$ cat config.mk
export PLATFORM = sky130hd
export DESIGN_NAME = ser_tx_cond
export DESIGN_NICKNAME = d
export VERILOG_FILES = /design/src/rtl/ser_tx_cond.sv
export SDC_FILE = /design/constraint.sdc
export NUM_CORES = 1
export LEC_CHECK = 0
export CAP_MARGIN = 10
export CORE_MARGIN = 3
export CORE_UTILIZATION = 30
export DETAILED_ROUTE_END_ITERATION = 8
export PLACE_DENSITY = 0.51
export SYNTH_ARGS = -nofsm -noshare
export SYNTH_HDL_FRONTEND = slang
export SYNTH_SLANG_ARGS = --single-unit
$ cat constraint.sdc
create_clock -name clk_32f -period 1.7 [get_ports clk_32f]
set_clock_uncertainty 0.1 [all_clocks]
set_input_delay 0.34 -clock clk_32f [delete_from_list [all_inputs] [get_ports clk_32f]]
set_output_delay 0.34 -clock clk_32f [all_outputs]
set_load 0.01 [all_outputs]
$ cat src/rtl/ser_tx_cond.sv
// Byte-to-serial transmitter with link conditioning: comma sync burst on enable,
// then data or idle fill bytes, shifted out MSB first at one bit per clock.
module ser_tx_cond #(
    parameter int unsigned SYNC_COUNT = 4,
    parameter logic [7:0]  COMMA_BYTE = 8'hBC,
    parameter logic [7:0]  IDLE_BYTE  = 8'h7C
) (
    input  logic       clk_32f,
    input  logic       default_values,
    input  logic       enable,
    input  logic [7:0] data_in,
    input  logic       valid_in,
    output logic       ready_out,
    output logic       data_out,
    output logic       active,
    output logic       idle_out,
    output logic       sync_out
);

    localparam int unsigned BYTE_W  = 8;
    localparam int unsigned CNT_W   = 3;
    localparam int unsigned COMMA_W = 4;

    localparam logic [1:0] ST_OFF  = 2'd0;
    localparam logic [1:0] ST_SYNC = 2'd1;
    localparam logic [1:0] ST_RUN  = 2'd2;

    localparam logic [CNT_W-1:0]   BIT_LAST   = CNT_W'(7);
    localparam logic [COMMA_W-1:0] COMMA_LAST = COMMA_W'(SYNC_COUNT);

    logic [1:0]         state_q,     state_d;
    logic [BYTE_W-1:0]  shift_q,     shift_d;
    logic [CNT_W-1:0]   bit_cnt_q,   bit_cnt_d;
    logic [COMMA_W-1:0] comma_cnt_q, comma_cnt_d;
    logic               active_q,    active_d;
    logic               idle_q,      idle_d;
    logic               sync_q,      sync_d;

    logic boundary_c;
    logic run_ok_c;

    // Byte boundary and eligibility to load payload (RUN, or last comma of SYNC)
    always_comb begin
        boundary_c = (bit_cnt_q == BIT_LAST);
        run_ok_c   = (state_q == ST_RUN) ||
                     ((state_q == ST_SYNC) && (comma_cnt_q == COMMA_LAST));
        ready_out  = boundary_c && enable && run_ok_c;
    end

    // Next-state: shift within a byte, choose the next byte at a boundary
    always_comb begin
        state_d     = state_q;
        shift_d     = {shift_q[BYTE_W-2:0], 1'b0};
        bit_cnt_d   = bit_cnt_q + CNT_W'(1);
        comma_cnt_d = comma_cnt_q;
        active_d    = active_q;
        idle_d      = idle_q;
        sync_d      = sync_q;

        if (boundary_c) begin
            if (!enable) begin
                // OFF parks bit_cnt at the boundary value so every cycle re-samples enable
                state_d     = ST_OFF;
                shift_d     = '0;
                bit_cnt_d   = BIT_LAST;
                comma_cnt_d = '0;
                active_d    = 1'b0;
                idle_d      = 1'b0;
                sync_d      = 1'b0;
            end else if (run_ok_c) begin
                state_d  = ST_RUN;
                shift_d  = valid_in ? data_in : IDLE_BYTE;
                active_d = 1'b1;
                idle_d   = !valid_in;
                sync_d   = 1'b0;
            end else begin
                state_d     = ST_SYNC;
                shift_d     = COMMA_BYTE;
                comma_cnt_d = comma_cnt_q + COMMA_W'(1);
                active_d    = 1'b0;
                idle_d      = 1'b0;
                sync_d      = 1'b1;
            end
        end
    end

    always_ff @(posedge clk_32f or posedge default_values) begin
        if (default_values) begin
            state_q     <= ST_OFF;
            shift_q     <= '0;
            bit_cnt_q   <= BIT_LAST;
            comma_cnt_q <= '0;
            active_q    <= 1'b0;
            idle_q      <= 1'b0;
            sync_q      <= 1'b0;
        end else begin
            state_q     <= state_d;
            shift_q     <= shift_d;
            bit_cnt_q   <= bit_cnt_d;
            comma_cnt_q <= comma_cnt_d;
            active_q    <= active_d;
            idle_q      <= idle_d;
            sync_q      <= sync_d;
        end
    end

    assign data_out = shift_q[BYTE_W-1];
    assign active   = active_q;
    assign idle_out = idle_q;
    assign sync_out = sync_q;

endmodule

==> results of run 1 <==
-- routing by layer --
metal	GRT usage [%]	part of all wire, %
met5	0	0
met4	6.36	0.96
met1	17.3	47
met2	18.7	47
met3	2.52	4.7
-- state kept, by name, indices dropped and copies added, names as in the netlist --
| register | cells |
|---|---|
| shift_q | 8 |
| state_q | 1 |
| sync_out | 1 |
| bit_cnt_q | 3 |
| comma_cnt_q | 4 |
| idle_out | 1 |
-- cells by family after synthesis --
logic type      Yosys count  synth area share, %
compound gates           26                 24.6
fa+ha+maj                 4                 5.43
buf+inv                  13                 5.56
flops                    18                 49.3
simple gates             21                 15.2
-- critical path, cell delays in order, from the launching register on --
cell and delay [ps]:
dfrtp_1 400, inv_2 80, ha_4 140, nand4b_4 110, o21a_4 220, nor2_2 70
buf_2 130
-- cell usage after synthesis (all sizes together), types with 2 or more instances --
library cell	n
a31oi	5
a32o	2
dfstp	3
dfrtp	15
nor2	2
and2	2
o211ai	2
ha	4
inv	11
buf	2
nand2b	5
o21ai	7
nand2	5
a22o	3
-- cell type report --
| type | count | area, um2 |
|---|---|---|
| tap | 31 | 38.8 |
| clock buffer | 4 | 36.3 |
| inverter | 11 | 45.0 |
| multi-input combinational | 51 | 485 |
| sequential | 18 | 454 |
| fill | 284 | 1490 |
| timing repair buffer | 31 | 304 |
-- how the worst min path moves through the flow --
| stage | end | slack [ps] | cells past startpoint |
|---|---|---|---|
| CTS | comma_cnt_q[3] | 260 | 3 |
| floorplan | comma_cnt_q[0] | 180 | 1 |
| finish | comma_cnt_q[3] | 260 | 3 |
| global route | shift_q[7] | 280 | 3 |
| global placement | bit_cnt_q[0] | 330 | 1 |
| detailed placement | bit_cnt_q[0] | 340 | 1 |
-- stage by stage --
stage	power [mW]	instance area, um2	setup slack, ps	utilization [%]
4_1_cts	1.90	1240	-247	43.5
2_1_floorplan	1.27	922	39.7	-
3_3_place_gp	1.61	1200	-406	42.1
5_1_grt	2.34	1360	-233	47.8
3_5_place_dp	1.63	1200	-414	42.1
6_report	2.15	1360	-172	47.8
-- power breakdown --
part / switching [mW] / internal (mW)
combinational: 0.505 / 0.649
clock: 0.134 / 0.130
sequential: 0.111 / 0.624
-- timing repair --
action,in CTS,in global routing
endpoints found under the setup margin,9,16
gates resized for setup,10,17
pin swaps,4,5
buffers inserted,0,3
==> flow_summary.ini, run 1 <==
[timing]
clock.fmax_ghz = 0.534
timing.hold.ws_ps = 261
rsz0062_at_grt = true
setup_tns_ps = -238
fin_crit_ps = 1870
tightest_slew_ps = 347
maxSlewViolCount = 0
timing.final.crit_share_pct = 110
setup_viol = 3
setup_ws_ps = -172
hold_violations = 0
slew_headroom_pct = 76.6

[finish]
layout.cells.non_filler = 146
drive_above_1_share_pct = 36.5
mostFrequentLayoutCell = dfrtp_1
fin_nets = 132
diodes = 0
final_cell_mix = dfrtp_1, clkdlybuf4s50_1, buf_4
area_delta_synth_final_pct = 47.9

[logic_synthesis]
postSynthAreaPerCell_um2 = 11.2
synth-edff-count = 0
ys_ff_latch = 18
synth_area_leader_cell = dfrtp_1
synth_ff_type = dfrtp_1
synth_area_leaders = dfrtp_1, dfstp_2, ha_1
ys.warnings.count = 0
ys_seq_area_share_pct = 49.3
synth_top_area_share_pct = 40.7
synthArstFlopShare_pct = 100
syn_inst = 82
syn_area_um2 = 922
syn-num-nets = 98
yosysUniqueCellTypes = 30

[routing]
first_pass_iters = 4
vias = 735
ant_nets = 0
postRouteWirelength_um = 2070
drc_errors = 0
via_per_inst = 5.03
drt-wirelength-per-cell_um = 14.2
dr.first_iter.drc_count = 22

[global_routing]
gr-usage-all-layers_pct = 12.6
grt_pass1_wl_um = 3420
grt_max_degree = 19
antenna_found_initial = 0
grt-ovfl-total = 0
grt_pass1_vias = 754

[critical_path]
regToRegSetupSlack_ps = -40
crit_path_end = ready_out
r2r_end = comma_cnt_q[2]
arrival_ps = 1430
crit_path_max_fanout = 2
crit_path_start = comma_cnt_q[1]
worstSetupStartpointType = flip-flop
crit_type = flip-flop to output port
reg2reg_depth = 6
required_ps = 1260
r2r_start = bit_cnt_q[0]
end_kind = output port

[cts]
h-tree-depth = 1
cts_buffer_depth = 2
cts_made_buffers = 3
tritoncts = yes
clock_sinks = 18
cts.clk_slew.worst_paths_ps = 100
root_buffer = clkbuf_4
clk_latency_ps = 290
hold_buffers = 0

[floorplan]
start_util_pct = 32.3
core_um2 = 2850
die-width_um = 61.4
rows = 19
ioPinCount = 17
dieArea_um2 = 3770
die_h_um = 61.4

[place]
hpwl_um = 1490
gp_congestion = 0.799
dp_cells = 139
portBuffers = 16

[power]
ir_drop_mv = 0.646
power_leakage_nw = 0.632
p_per_area_nw_per_um2 = 1580

[run_status]
status = complete, but fails checks
failed_checks = setup timing

[min_path]
hold_path_class = input port to async pin

[run]
drv_cap = 0
No activity file was read; power rests on OpenSTA's default activity.
==> run 2, diff against run 1 <==
--- a/config.mk
+++ b/config.mk
@@ -8,3 +8,2 @@
 export CAP_MARGIN = 10
-export CORE_MARGIN = 3
 export CORE_UTILIZATION = 30
==> constraint.sdc (replaced) <==
create_clock -name clk_32f -period 1.7 [get_ports clk_32f]
set_clock_uncertainty 0.1 [all_clocks]
set_input_delay 0.255 -clock clk_32f [delete_from_list [all_inputs] [get_ports clk_32f]]
set_output_delay 0.255 -clock clk_32f [all_outputs]
set_load 0.01 [all_outputs]
==> run 2 against run 1 <==
The flow still finishes with violations (setup timing). Setup slack better by 43 ps. Clock-buffer cell count did not move. Flip-flop and latch count unchanged. Routed wire length is 1.4% lower. Fmax up 2.4%. Clock power about the same. First-iteration DRC count down 59%. Non-clock buffer count increased by 4. Global-route usage grew 3.0 points. Combinational power hardly changed. Largest cell class unchanged. Largest power group unchanged. Highest routed layer unchanged.
==> flow_summary.ini, run 2 (synthesis gave the netlist of run 1 again) <==
[run_status]
status = complete, but fails checks
failed_checks = setup timing

[timing]
setup_ws_ps = -129
fin_crit_ps = 1830
maxSlewViolCount = 0
setup_viol = 2
timing.hold.ws_ps = 176
clock.fmax_ghz = 0.547
timing.final.crit_share_pct = 108
rsz0062_at_grt = true
hold_violations = 0
tightest_slew_ps = 276
slew_headroom_pct = 81.3

[routing]
vias = 740
drc_errors = 0
postRouteWirelength_um = 2050
first_pass_iters = 4
dr.first_iter.drc_count = 9
drt-wirelength-per-cell_um = 13.6
via_per_inst = 4.93
ant_nets = 0

[critical_path]
r2r_start = bit_cnt_q[1]
regToRegSetupSlack_ps = -20
crit_path_max_fanout = 2
required_ps = 1340
reg2reg_depth = 5
path_buf_inv = 2
crit_cells = 6
path_cells = inv_1, ha_2, nand4b_4, o21a_4, nor2_1, buf_2
end_kind = output port
critPathTopFamily = flip-flops
worstSetupStartpointType = flip-flop
crit_type = flip-flop to output port
r2r_end = comma_cnt_q[2]
arrival_ps = 1470
cp_slowest_cell = dfrtp_1
max_stage_delay_ps = 400

[finish]
layout.cells.non_filler = 150
largest_reg_flops = 8
reg_top3 = shift_q: 8 flops, comma_cnt_q: 4 flops, bit_cnt_q: 3 flops
fillCellCount = 265
fin_area_um2 = 1350
fin_nets = 136
drive_above_1_share_pct = 36.1
diodes = 0
final_util_pct = 47.7
top_register = shift_q
area_delta_synth_final_pct = 46.4
final_cell_mix = dfrtp_1, buf_4, clkdlybuf4s50_1

[place]
hpwl_um = 1490
dp_cells = 141
portBuffers = 16
gp_congestion = 0.793
placed_cell_area_um2 = 1220

[cts]
clock_sinks = 18
cts_made_buffers = 3
tritoncts = yes
cts.clk_slew.worst_paths_ps = 110
cts_buffer_depth = 2
clk_latency_ps = 300
h-tree-depth = 1
root_buffer = clkbuf_4
hold_buffers = 0

[floorplan]
die_h_um = 57.4
dieArea_um2 = 3300
die-width_um = 57.4
core_um2 = 2830
start_util_pct = 32.6
ioPinCount = 17
rows = 19

[power]
p_per_area_nw_per_um2 = 1570
ir_drop_mv = 0.708
total_power_mw = 2.13
power_leakage_nw = 0.630

[global_routing]
antenna_found_initial = 0
grt_pass1_wl_um = 3750
gr-usage-all-layers_pct = 15.6
grt-ovfl-total = 0
grt_pass1_vias = 808
grt_max_degree = 19

[min_path]
hold_path_class = input port to async pin

[run]
drv_cap = 0
-- run 2: changes by cell type in the layout (fill, tap and decap cells not counted), sizes merged --
cell           change
buf                +4
clkdlybuf4s50      +1
dlygate4sd2        -1
-- run 2: area by class of cell --
type	count	area, um2	area share, %
Multi-Input combinational cell	51	462	34.2
Tap cell	31	38.8	2.87
Sequential cell	18	454	33.6
Inverter	11	45.0	3.34
Timing Repair Buffer	35	314	23.3
Clock buffer	4	36.3	2.69
-- run 2: per-stage QoR --
step	worst slack, ps	TNS, ps
floorplan	107	0
finish	-129	-145
global placement	-228	-356
CTS	-156	-243
global route	-205	-275
detailed placement	-224	-427
-- run 2: routing by layer --
| metal | share of wire, % | GRT usage (%) |
|---|---|---|
| met5 | 0 | 0 |
| met4 | 2.1 | 7.32 |
| met3 | 3.9 | 4.08 |
| met2 | 47 | 25.2 |
| met1 | 47 | 19.2 |
-- run 2: what timing repair did --
item,CTS,global route
gates resized for setup,14,7
cloned,0,0
endpoints found under the setup margin,7,14
pin swaps,5,3
setup buffers,6,0
-- run 2: how the worst max path moves through the flow --
stage / startpoint / to / slack [ps]
6_report: comma_cnt_q[0] / ready_out / -130
5_1_grt: comma_cnt_q[1] / ready_out / -210
4_1_cts: comma_cnt_q[0] / ready_out / -160
3_5_place_dp: comma_cnt_q[0] / ready_out / -220
3_3_place_gp: comma_cnt_q[0] / ready_out / -230
2_1_floorplan: bit_cnt_q[0] / comma_cnt_q[3] / 110
-- run 2: report_power, final --
group / leakage [nW] / internal (mW) / switching, mW
logic: 0.387 / 0.640 / 0.488
registers: 0.221 / 0.625 / 0.106
clock network: 0.0210 / 0.131 / 0.137
total: 0.630 / 1.40 / 0.730
-- run 2: worst reg2reg max path: cells and delay by family (launching register included) --
family | cells | cell delay (ps)
flops | 1 | 570
fa+ha+maj | 2 | 290
compound gates | 1 | 400
buf+inv | 2 | 250
==> run 3, diff against run 2 <==
CAP_MARGIN = 20   (was 10)
RECOVER_POWER = 25   (was unset)
==> run 3 against run 2 <==
The run still ends with setup timing left. Cell count unchanged. Combinational power about the same. Non-clock buffer count unchanged. Sequential share of layout area up 0.094 points. Register-to-register slack about the same. Critical path depth unchanged. Die area unchanged. Critical path type unchanged. Clock power about the same. Fmax about the same. Critical endpoint unchanged. Global-route usage unchanged.
==> flow_summary.ini, run 3 (synthesis gave the netlist of run 1 again) <==
[run_status]
status = complete, but fails checks
failed_checks = setup timing

[timing]
maxSlewViolCount = 0
fin_crit_ps = 1830
setup_viol = 2
rsz0062_at_grt = true
clock.fmax_ghz = 0.547
setup_ws_ps = -129
hold_violations = 0
timing.final.crit_share_pct = 108
tightest_slew_ps = 986
slew_headroom_pct = 34.3

[critical_path]
arrival_ps = 1470
worstSetupStartpointType = flip-flop
end_kind = output port
crit_type = flip-flop to output port
crit_path_start = comma_cnt_q[0]
crit_path_max_fanout = 2
required_ps = 1340
r2r_start = bit_cnt_q[1]

[place]
placed_cell_area_um2 = 1220
dp_cells = 141
hpwl_um = 1490
gp_congestion = 0.793
portBuffers = 16

[finish]
top_register = shift_q
fin_area_um2 = 1350
largest_reg_flops = 8
mostFrequentLayoutCell = dfrtp_1
drive_above_1_share_pct = 35.3
layout.cells.non_filler = 150
final_cell_mix = dfrtp_1, buf_4, clkdlybuf4s50_1
reg_top3 = shift_q: 8 flops, comma_cnt_q: 4 flops, bit_cnt_q: 3 flops
fillCellCount = 267
area_delta_synth_final_pct = 46.0
diodes = 0
multi_input_area_um2 = 462
fin_nets = 136
ff_latch_area_um2 = 454

[floorplan]
start_util_pct = 32.6
dieArea_um2 = 3300
rows = 19
ioPinCount = 17
die_h_um = 57.4
die-width_um = 57.4
core_um2 = 2830

[cts]
cts_buffer_depth = 2
hold_buffers = 0
cts.clk_slew.worst_paths_ps = 100
tritoncts = yes
clock_sinks = 18
root_buffer = clkbuf_4
cts_made_buffers = 3
h-tree-depth = 1
clk_latency_ps = 300

[routing]
via_per_inst = 4.94
dr.first_iter.drc_count = 9
drc_errors = 0
drt-wirelength-per-cell_um = 13.6
postRouteWirelength_um = 2040
vias = 741
ant_nets = 0
first_pass_iters = 4

[min_path]
min_from = bit_cnt_q[0]
hold_path_class = flip-flop to flip-flop

[global_routing]
grt_max_degree = 19
antenna_found_initial = 0
grt-ovfl-total = 0
grt_pass1_vias = 808
grt_pass1_wl_um = 3750
gr-usage-all-layers_pct = 15.6

[run]
drv_cap = 0

[power]
p_per_area_nw_per_um2 = 1580
ir_drop_mv = 0.708
power_leakage_nw = 0.626
[run 3: changes by cell type in the layout (fill, tap and decap cells not counted)]
cell / change
clkdlybuf4s50_1: -1
buf_4: -1
dlygate4sd3_1: +1
clkbuf_1: +1
[run 3: worst max-delay path, stage by stage (launching register included)]
cell	delay (ps)
dfrtp_1	400
inv_1	70
ha_2	190
nand4b_4	110
o21a_4	210
nor2_1	80
buf_2	130
[run 3: path summary, 6_finish.rpt]
kind / slack, ps / depth (start not counted) / endpoint
setup / recovery: -130 / 6 / ready_out
hold / removal: 370 / 1 / bit_cnt_q[0]
setup reg to reg: -20 / 5 / comma_cnt_q[2]
hold reg to reg: 370 / 1 / bit_cnt_q[0]
max in group asynchronous: 310 / 3 / shift_q[5]
min in group asynchronous: 590 / 3 / shift_q[6]
[run 3: report_power, final]
group | leakage [nW] | internal (mW) | switching [mW]
Combinational | 0.384 | 0.638 | 0.488
Sequential | 0.221 | 0.625 | 0.105
Clock | 0.0210 | 0.131 | 0.137
[run 3: final cells by class]
| cell class | count | share of cell area, % |
|---|---|---|
| well taps | 31 | 2.88 |
| repair buffers | 35 | 23.0 |
| inverters | 11 | 3.35 |
| clock buffers | 4 | 2.70 |
| multi-input cells | 51 | 34.3 |
| flip-flops and latches | 18 | 33.7 |
[run 3: timing repair]
action | CTS | global route
hold endpoints to repair | 0 | 0
setup endpoints to repair | 7 | 14
pin swaps | 5 | 3
resized for setup | 14 | 7
buffers inserted | 6 | 0
[run 3: through the flow]
| stage | utilization (%) | TNS [ps] | power (mW) | setup WS [ps] | hold WS, ps |
|---|---|---|---|---|---|
| floorplan | - | 0 | 1.27 | 107 | 91.4 |
| global placement | 43.0 | -356 | 1.64 | -228 | 333 |
| detailed placement | 43.0 | -427 | 1.65 | -224 | 335 |
| CTS | 47.3 | -243 | 2.10 | -156 | 179 |
| global route | 47.6 | -275 | 2.30 | -205 | 395 |
| finish | 47.6 | -144 | 2.12 | -129 | 372 |
[run 3: per-layer routing]
metal | GRT usage [%] | routed length, um | vias to the layer above
met1 | 19.2 | 961 | 353
met5 | 0 | 0 | -
li1 | - | - | 369
met2 | 25.2 | 960 | 14
met4 | 7.32 | 42 | 0
met3 | 4.08 | 79 | 5
